### config.mk
export PLATFORM = sky130hd
export DESIGN_NAME = or_result_fifo
export DESIGN_NICKNAME = d
export VERILOG_FILES = /design/src/rtl/or_result_fifo.sv
export SDC_FILE = /design/constraint.sdc
export NUM_CORES = 1
export LEC_CHECK = 0
export BUFFER_PORTS_ARGS = -buffer_cell sky130_fd_sc_hd__buf_2
export CORE_MARGIN = 2
export CORE_UTILIZATION = 60
export DETAILED_ROUTE_END_ITERATION = 8
export GPL_ROUTABILITY_DRIVEN = 0
export PLACE_DENSITY_LB_ADDON = 0.15
export SYNTH_ARGS = -nofsm -noshare
export SYNTH_HDL_FRONTEND = slang
export SYNTH_SLANG_ARGS = --single-unit
### constraint.sdc
create_clock -name clk -period 3.66 [get_ports clk]
set_input_delay 0.366 -clock clk [delete_from_list [all_inputs] [get_ports clk]]
set_output_delay 0.366 -clock clk [all_outputs]
set_load 0.03 [all_outputs]
### src/rtl/or_result_fifo.sv
// or_result_fifo: first-word-fall-through buffer for OR-unit results, with count,
// full/empty and sticky overflow/underflow flags. Define OR_FIFO_EDGE_SYNC_EN to edge-sync push/pop pins.
module or_result_fifo #(
    parameter int WIDTH = 8,
    parameter int DEPTH = 4
) (
    input  logic                     clk,
    input  logic                     rst_n,
    input  logic [WIDTH-1:0]         y_in,
    input  logic                     push,
    input  logic                     pop,
    input  logic                     clear,
    output logic [WIDTH-1:0]         rd_data,
    output logic                     empty,
    output logic                     full,
    output logic [$clog2(DEPTH):0]   count,
    output logic                     overflow,
    output logic                     underflow
);

    localparam int PW = $clog2(DEPTH);
    localparam int CW = PW + 1;
    localparam logic [CW-1:0] FULL_COUNT = CW'(DEPTH);

    logic [WIDTH-1:0] r_mem [DEPTH];
    logic [PW-1:0]    r_wr_ptr;
    logic [PW-1:0]    r_rd_ptr;
    logic [CW-1:0]    r_count;
    logic             r_overflow;
    logic             r_underflow;

    logic             w_push_req;
    logic             w_pop_req;
    logic             w_empty;
    logic             w_full;
    logic             w_push_acc;
    logic             w_pop_acc;
    logic             w_ovf_set;
    logic             w_unf_set;
    logic [CW-1:0]    w_count_next;

`ifdef OR_FIFO_EDGE_SYNC_EN
    // Two-flop synchronizer plus a rising-edge detector per strobe: one pin pulse, one operation.
    logic [1:0] r_push_sync;
    logic [1:0] r_pop_sync;
    logic       r_push_last;
    logic       r_pop_last;

    always_ff @(posedge clk or negedge rst_n) begin
        if (!rst_n) begin
            r_push_sync <= '0;
            r_pop_sync  <= '0;
            r_push_last <= 1'b0;
            r_pop_last  <= 1'b0;
        end else begin
            r_push_sync <= {r_push_sync[0], push};
            r_pop_sync  <= {r_pop_sync[0], pop};
            r_push_last <= r_push_sync[1];
            r_pop_last  <= r_pop_sync[1];
        end
    end

    assign w_push_req = r_push_sync[1] & ~r_push_last;
    assign w_pop_req  = r_pop_sync[1] & ~r_pop_last;
`else
    assign w_push_req = push;
    assign w_pop_req  = pop;
`endif

    assign w_empty = (r_count == '0);
    assign w_full  = (r_count == FULL_COUNT);

    // A full FIFO still takes a push when the head leaves in the same cycle.
    assign w_pop_acc  = w_pop_req & ~w_empty & ~clear;
    assign w_push_acc = w_push_req & (~w_full | w_pop_acc) & ~clear;
    assign w_ovf_set  = w_push_req & w_full & ~w_pop_acc;
    assign w_unf_set  = w_pop_req & w_empty;

    // NOTE: always_comb gives every output a default first so no path leaves it unassigned (no latch).
    always_comb begin
        w_count_next = r_count;
        case ({w_push_acc, w_pop_acc})
            2'b10:   w_count_next = r_count + 1'b1;
            2'b01:   w_count_next = r_count - 1'b1;
            default: w_count_next = r_count;
        endcase
    end

    // NOTE: state flops use non-blocking assignments so every flop samples pre-edge values.
    always_ff @(posedge clk or negedge rst_n) begin
        if (!rst_n) begin
            r_wr_ptr    <= '0;
            r_rd_ptr    <= '0;
            r_count     <= '0;
            r_overflow  <= 1'b0;
            r_underflow <= 1'b0;
        end else if (clear) begin
            r_wr_ptr    <= '0;
            r_rd_ptr    <= '0;
            r_count     <= '0;
            r_overflow  <= 1'b0;
            r_underflow <= 1'b0;
        end else begin
            if (w_push_acc) r_wr_ptr <= r_wr_ptr + 1'b1;
            if (w_pop_acc)  r_rd_ptr <= r_rd_ptr + 1'b1;
            r_count     <= w_count_next;
            r_overflow  <= r_overflow | w_ovf_set;
            r_underflow <= r_underflow | w_unf_set;
        end
    end

    // NOTE: storage has no reset; count==0 already marks every entry invalid.
    always_ff @(posedge clk) begin
        if (w_push_acc) r_mem[r_wr_ptr] <= y_in;
    end

    assign rd_data   = w_empty ? '0 : r_mem[r_rd_ptr];
    assign empty     = w_empty;
    assign full      = w_full;
    assign count     = r_count;
    assign overflow  = r_overflow;
    assign underflow = r_underflow;

endmodule
# Yosys cells after proc, flatten, opt, wreduce, memory -nomap -nowiden
# Memory sizes are Yosys's and may differ from the RTL's.
# Cells that the tools add are included.
# totals
in_bits	13
mem_bits_rw	32
memories	1
output_inout_bits	15
elab_cells	42
reg_bits	9
# op_classes
eq_ne	3
n_addsub	4
n_mux	11
bitwise_logic	14
n_reduce_logical	4
# memory_table
memory	words	word_bits	rd	rd_clocked_by_memory_dff	wr	line	source
r_mem	4	8	1	0	1	25	logic [WIDTH-1:0] r_mem [DEPTH];
# op_table
operator	n
$mux W2	4
$mux W8	1
$and A1 B1 Y1	7
$pmux W3 S2	1
$add A2 B1 Y2 const B	2
$mux W1	4
$not A1 Y1	4
$reduce_bool A2 Y1	2
$add A3 B1 Y3 const B	1
$eq A3 B3 Y1 const B	1
$logic_not A3 Y1	1
$mux W3	1
$or A1 B1 Y1	3
$reduce_bool A3 Y1	1
$sub A3 B1 Y3 const B	1
$eq A2 B1 Y1 const B	1
$eq A2 B2 Y1 const B	1

# Logic depth before layout (Yosys ltp)
# Gate-level depths: netlist (run 1).
# logic_depth
ltp_word	10
depth_mapped	7

# Worst setup path after synthesis (run 1)
# No wires, ideal clock.
# synth_timing
path_type	reg-to-reg
start	register r_count[1], in the netlist count[1]
end	register r_count[2], in the netlist count[2]
n_path_buf	1
path_stages_with_launch	8
required_time_ns	3.578
slack_ns	1.256
arrival_time_ns	2.322
cell_sequence	dfrtp_1 > buf_2 > o31ai_1 > nor3_1 > fa_1 > or3b_1 > or3_1 > a31oi_1
# synth_via
elab_chain_len	10
word_cells_on_any_way	16
classes_between	2 x add/sub; 3 x eq/ne; 2 x mux; 7 x bitwise; 2 x reduce/logical
# synth_rtl
element	line	source
from (decl)	28	logic [CW-1:0] r_count;
from (signal assigned)	106	r_count <= w_count_next;
$logic_not A3 Y1	70	assign w_empty = (r_count == '0);
$not A1 Y1	74	assign w_pop_acc = w_pop_req & ~w_empty & ~clear;
$and A1 B1 Y1 (2 in series)	74	
$or A1 B1 Y1	75	assign w_push_acc = w_push_req & (~w_full | w_pop_acc) & ~clear;
$and A1 B1 Y1 (2 in series)	75	
$eq A2 B1 Y1 / $eq A2 B2 Y1 (equally long branches)	82	case ({w_push_acc, w_pop_acc})
$pmux W3 S2	82	
$mux W3	97	end else if (clear) begin
# Parallel ways exist; a longest one is shown, timed or not.
# A chain may end at the register's enable or synchronous reset.

# Final worst setup path (run 1)
# layout_timing
start	register r_count[0], in the netlist count[0]
end	register r_count[2], in the netlist count[2]
# The elaborated chain is that of the path after synthesis.

==> out/results.tsv, run 1 <==
stage	metric	value	unit
clock_network	cts.sinks	41	
synthesis	synth_cell_types	33	
synthesis	synth_edf_count	32	
cells_and_area	nets	167	
synthesis	synthMuxAreaShare	0.111	
timing	fin_crit_sh	0.660	
global_route	grt_pass1_vias	1003	
run_status	status	complete, no violations	
global_route	grt_pass1_wl	5010	um
floorplanning	dieWidth	59.4	um
cells_and_area	syn_to_final_growth	13.8	%
synthesis	ys_ff_latch	41	
timing	post-route-min-period	2.42	ns
cells_and_area	antennaDiodeCount	0	
timing	fin_skew	0.00512	ns
synthesis	synth_compound_area_frac	0.0434	
floorplanning	fp.dieArea	3530	um^2
floorplanning	coreArea	2980	um^2
detailed_routing	drt_pre_antenna_iters	4	
timing	finalSetupTns	0	ns
floorplanning	io_pins	28	
worst_hold_path	holdPathStages	1	
clock_network	cts_tree	yes	
floorplanning	start_util	0.619	
power_and_ir_drop	p_per_area	503	nW/um^2
critical_path	crit_path_start_kind	register	
clock_network	cts.htree.levels	2	
clock_network	clock_latency	0.35	ns
synthesis	seq_area_frac_synth	0.643	
worst_hold_path	hold_path_class	in2reg	
place	portBuffers	27	
critical_path	cp_max_fo	11	
detailed_routing	wl	3170	um
clock_network	clkTransAtPathRegs	0.12	ns
global_route	grt_max_degree	17	
detailed_routing	wire_per_inst	17.3	um
synthesis	yosysTopAreaCell	edfxtp_1	
critical_path	cp_data_arrival_time	2.69	ns
synthesis	synthCells	118	
synthesis	yosys.area_share.adder	0.0380	
synthesis	async_flop_share	0.220	
synthesis	synth.top_cell.area_share	0.521	
cells_and_area	final_common_cell	edfxtp_1	
synthesis	yosys_warnings	0	
global_route	antenna_found_initial	0	
place	hpwlAfterDp	2140	um
timing	slew_violations	0	
synthesis	synthesis.nets	136	
global_route	grt_usage	0.208	
clock_network	cts_root_buf	clkbuf_4	
clock_network	cts_made_buffers	5	
global_route	overflow	0	
timing	tightest_slew	0.738	ns
detailed_routing	antenna_left	0	
synthesis	syn-mean-instance-area	15.6	um^2
timing	finalSetupViolCount	0	
power_and_ir_drop	irDropWorstVdd	288	uV
timing	slew_headroom	0.505	
detailed_routing	post-route-drc-count	0	
critical_path	criticalPathCategory	reg2reg	
critical_path	required	3.94	ns
timing	fmax	414	MHz
synthesis	synthXorXnorAreaFrac	0.0190	
timing	hold_viol_final	0	
detailed_routing	first_iter_violations	66	
synthesis	synth_top_family_by_area	simple AND/OR/NAND/NOR gates	
cells_and_area	drive_above_1_share	0.320	
synthesis	synthSimpleGateAreaFrac	0.119	
clock_network	cts_buffer_depth	2	
power_and_ir_drop	power	1.06	mW
floorplanning	num_rows	20	
floorplanning	die_y	59.4	um
critical_path	cp-end-kind	register	
flow_run	drv_cap	0	
timing	rsz0062_at_grt	false	
clock_network	cts_setup_buffers	0	
synthesis	syn_area	1840	um^2
synthesis	synth-main-ff-cell	edfxtp_1	
power_and_ir_drop	power.leakage	0.800	nW
synthesis	synth.area.top_cells	edfxtp_1 52%, dfrtp_1 12%, mux4_2 9.8%, nor2b_1 3.1%, ha_1 2.7%	
cells_and_area	layout_common_cells	32 x edfxtp_1, 27 x buf_2, 9 x nor2b_1, 9 x dfrtp_1	
detailed_routing	via_count	1065	
critical_path	r2r_cells	6	
detailed_routing	vias_per_cell	5.82	
critical path: stages (launching register included):
cell	delay, ns
dfrtp_1	0.54
o31ai_1	0.46
nor3_1	0.11
fa_1	0.39
or3b_1	0.37
or3_1	0.31
a31oi_1	0.17
worst paths after layout:
path                                           start                 endpoint  slack [ns]
min in group asynchronous                      rst_n     count[2]$_DFFE_PN0P_        0.40
worst max-delay path            count[0]$_DFFE_PN0P_     count[2]$_DFFE_PN0P_        1.24
worst min register to register    overflow$_DFF_PN0_       overflow$_DFF_PN0_        0.51
max in group asynchronous                      rst_n  r_rd_ptr[1]$_DFFE_PN0P_        3.06
worst max register to register  count[0]$_DFFE_PN0P_     count[2]$_DFFE_PN0P_        1.24
worst min-delay path                         y_in[2]    r_mem[1][2]$_DFFE_PP_        0.22
flip-flops by register name (all words and copies together), names as in the netlist:
signal,cells
count,3
overflow,1
r_mem,32
r_rd_ptr,2
r_wr_ptr,2
underflow,1
report_power, final:
part	total, mW	internal [mW]	switching [mW]
logic	0.214	0.0852	0.129
registers	0.557	0.524	0.0329
clock network	0.285	0.142	0.143
total	1.06	0.751	0.305
layout make-up:
cell class / count / area [um^2]
clock buffers: 6 / 41.3
clock inverters: 2 / 33.8
fillers: 213 / 880
inverters: 3 / 11.3
multi-input cells: 66 / 609
flip-flops and latches: 41 / 1190
well taps: 33 / 41.3
repair buffers: 32 / 175
repair_timing:
item / CTS / global route
hold buffers: 1 / 0
hold endpoints to repair: 9 / 0
resized for setup: 0 / 0
cell families after synthesis:
family                   Yosys count
flip-flops                        41
AND/OR/NAND/NOR                   35
AO/OA/AOI/OAI                     12
buffers and inverters             11
multiplexers                      10
adder cells (fa/ha/maj)            5
XOR/XNOR                           4
per-stage QoR:
step | util | hold slack [ns] | instances | area (um^2) | setup slack, ns
after floorplan | - | 0.0704 | 118 | 1840 | 1.26
after global placement | 0.676 | 0.229 | 174 | 2010 | 1.42
after detailed placement | 0.676 | 0.232 | 174 | 2010 | 1.28
after CTS | 0.705 | 0.206 | 183 | 2100 | 1.21
after global routing | 0.705 | 0.197 | 183 | 2100 | 1.09
final | 0.705 | 0.223 | 183 | 2100 | 1.24
cell usage after synthesis (2+ instances only):
cell,count
edfxtp_1,32
nand2_1,2
a21oi_1,4
nor3b_1,4
ha_1,4
nand2b_1,3
mux4_2,8
nand3_1,2
nor2_1,8
buf_2,6
o2111ai_1,2
xor2_1,3
nor2b_1,9
dfrtp_1,9
clkbuf_1,2
inv_1,3
metal layers:
layer,track usage,part of all wire,up-vias
li1,-,-,502
met1,0.300,0.45,519
met2,0.286,0.47,35
met3,0.0677,0.061,9
met4,0.101,0.026,0
met5,0,0,-
Power figures use the tool's default switching activity.
==> inputs of run 2 (changes only) <==
--- a/config.mk
+++ b/config.mk
@@ -5,9 +5,10 @@
 export SDC_FILE = /design/constraint.sdc
 export NUM_CORES = 1
 export LEC_CHECK = 0
+export ABC_AREA = 1
 export BUFFER_PORTS_ARGS = -buffer_cell sky130_fd_sc_hd__buf_2
 export CORE_MARGIN = 2
-export CORE_UTILIZATION = 60
+export CORE_UTILIZATION = 50
 export DETAILED_ROUTE_END_ITERATION = 8
 export GPL_ROUTABILITY_DRIVEN = 0
 export PLACE_DENSITY_LB_ADDON = 0.15
==> constraint.sdc (replaced) <==
create_clock -name clk -period 2 [get_ports clk]
set_input_delay 0.2 -clock clk [delete_from_list [all_inputs] [get_ports clk]]
set_output_delay 0.2 -clock clk [all_outputs]
set_load 0.03 [all_outputs]
==> out/results.tsv, run 2 <==
stage	metric	value	unit
clock_network	clkTransAtPathRegs	0.07	ns
global_route	antenna_found_initial	0	
synthesis	synth.top_cells.by_count	41 x nor2_1, 32 x edfxtp_1, 16 x o21ai_0	
cells_and_area	top_register	r_mem	
synthesis	synth_cell_types	25	
place	dpl_worst_slack	0.218	ns
synthesis	synthCells	170	
detailed_routing	antenna_left	0	
clock_network	cts.sinks	41	
detailed_routing	wire_per_inst	13.5	um
cells_and_area	final_core_util	0.603	
synthesis	ys_ff_latch	41	
critical_path	r2r_cells	11	
power_and_ir_drop	p_per_area	1180	nW/um^2
cells_and_area	layout_common_cells	41 x nor2_1, 32 x edfxtp_1, 27 x buf_2, 16 x o21ai_0	
timing	setup_ws	0.109	ns
synthesis	synth.top_cell.area_share	0.514	
cells_and_area	largest_reg_flops	32	
timing	post-route-min-period	1.89	ns
timing	slew_headroom	0.742	
floorplanning	num_rows	22	
power_and_ir_drop	power.leakage	0.930	nW
timing	fin_skew	0.00232	ns
synthesis	synthesis.nets	188	
synthesis	synth-main-ff-cell	edfxtp_1	
timing	finalSetupTns	0	ns
clock_network	clock_latency	0.29	ns
critical_path	required	1.80	ns
global_route	grt_max_degree	18	
global_route	grt_usage	0.183	
timing	tightest_slew	0.388	ns
synthesis	async_flop_share	0.220	
global_route	overflow	0	
power_and_ir_drop	irDropWorstVdd	695	uV
clock_network	cts_setup_buffers	0	
clock_network	cts.htree.levels	2	
worst_hold_path	hold_start	y_in[7]	
detailed_routing	vias_per_cell	5.04	
worst_hold_path	hold_path_class	in2reg	
global_route	grt_pass1_wl	5660	um
floorplanning	io_pins	28	
floorplanning	die_y	65.2	um
synthesis	syn-mean-instance-area	11.0	um^2
cells_and_area	antennaDiodeCount	0	
cells_and_area	final_common_cell	nor2_1	
timing	finalSetupViolCount	0	
clock_network	cts_made_buffers	5	
clock_network	cts_resized	0	
floorplanning	start_util	0.515	
timing	slew_violations	0	
flow_run	drv_cap	0	
synthesis	synth_edf_count	32	
timing	whs	0.124	ns
clock_network	cts_buffer_depth	2	
clock_network	cts_tree	yes	
timing	rsz0062_at_grt	false	
critical_path	criticalPathCategory	reg2out	
detailed_routing	post-route-drc-count	0	
synthesis	synth.area.top_cells	edfxtp_1 51%, dfrtp_1 12%, nor2_1 8.2%, o21ai_0 4.3%, a21oi_1 2.9%	
detailed_routing	via_count	1280	
run_status	status	complete, no violations	
critical_path	crit_path_start_kind	register	
critical_path	worstReg2RegEnd	count[2]$_DFFE_PN0P_	
worst_hold_path	hold_path_end	r_mem[2][7]$_DFFE_PP_	
power_and_ir_drop	power	2.59	mW
timing	fmax	529	MHz
detailed_routing	drt_pre_antenna_iters	4	
critical_path	cp-end-kind	primary output	
synthesis	yosysTopAreaCell	edfxtp_1	
cells_and_area	nets	223	
critical_path	cp_data_arrival_time	1.69	ns
timing	fin_crit_sh	0.945	
detailed_routing	wl	3430	um
clock_network	cts_hold_buf	1	
synthesis	yosys_warnings	0	
floorplanning	fp.dieArea	4250	um^2
timing	hold_viol_final	0	
clock_network	cts_root_buf	clkbuf_8	
critical_path	r2r-start	count[1]$_DFFE_PN0P_	
place	hpwlAfterDp	2320	um
synthesis	yosysMostFrequentCell	nor2_1	
floorplanning	coreArea	3630	um^2
global_route	grt_pass1_vias	1261	
critical_path	cp_max_fo	10	
cells_and_area	syn_to_final_growth	17.1	%
cells_and_area	drive_above_1_share	0.257	
floorplanning	dieWidth	65.2	um
detailed_routing	first_iter_violations	52	
place	portBuffers	27	
synthesis	syn_area	1870	um^2
synthesis	seq_area_frac_synth	0.634	
worst_hold_path	holdPathStages	1	
critical_path	reg2reg_setup_slack	0.22	ns
## run 2: report_power, final
group | internal (mW) | leakage, nW | switching (mW)
clock network | 0.368 | 0.0528 | 0.261
logic | 0.263 | 0.467 | 0.636
registers | 0.991 | 0.410 | 0.0729
## run 2: cells by family after synthesis
| group | share of synthesized area |
|---|---|
| flops | 0.634 |
| xor+xnor | 0.00468 |
| fa+ha+maj | 0.0375 |
| compound gates | 0.0836 |
| simple gates | 0.185 |
| buf+inv | 0.0555 |
## run 2: how the worst max path moves through the flow
stage                                  from              endpoint  slack, ns  cells after the start
floorplan              count[1]$_DFFE_PN0P_            rd_data[0]       0.08                      4
global placement       count[0]$_DFFE_PN0P_  count[2]$_DFFE_PN0P_       0.28                     11
detailed placement     count[1]$_DFFE_PN0P_  count[2]$_DFFE_PN0P_       0.22                     11
CTS                    count[0]$_DFFE_PN0P_            rd_data[3]       0.09                      5
global route        r_rd_ptr[1]$_DFFE_PN0P_            rd_data[0]       0.03                      5
finish                 count[0]$_DFFE_PN0P_            rd_data[3]       0.11                      5
## run 2: area by class of cell
class / instances / area, um^2
flip-flops and latches: 41 / 1190
fillers: 312 / 1440
clock inverters: 2 / 33.8
well taps: 48 / 60.1
multi-input cells: 105 / 581
repair buffers: 33 / 183
inverters: 19 / 73.8
clock buffers: 6 / 72.6
## run 2: metal layers
layer,vias to the layer above,GRT usage,routed length [um]
met5,-,0,0
met4,0,0.0807,65
met3,10,0.0548,197
met2,32,0.306,1700
met1,599,0.219,1460
li1,639,-,-
## run 2: per-stage QoR
step	instances	cell area, um^2
after global routing	254	2190
final	254	2190
after detailed placement	245	2070
after CTS	254	2190
after floorplan	170	1870
after global placement	245	2070
## run 2: critical path: stages (launching register included)
cell,delay (ns)
dfrtp_1,0.48
nor2_4,0.06
nand2_4,0.09
clkinv_1,0.29
a21oi_1,0.25
buf_2,0.23
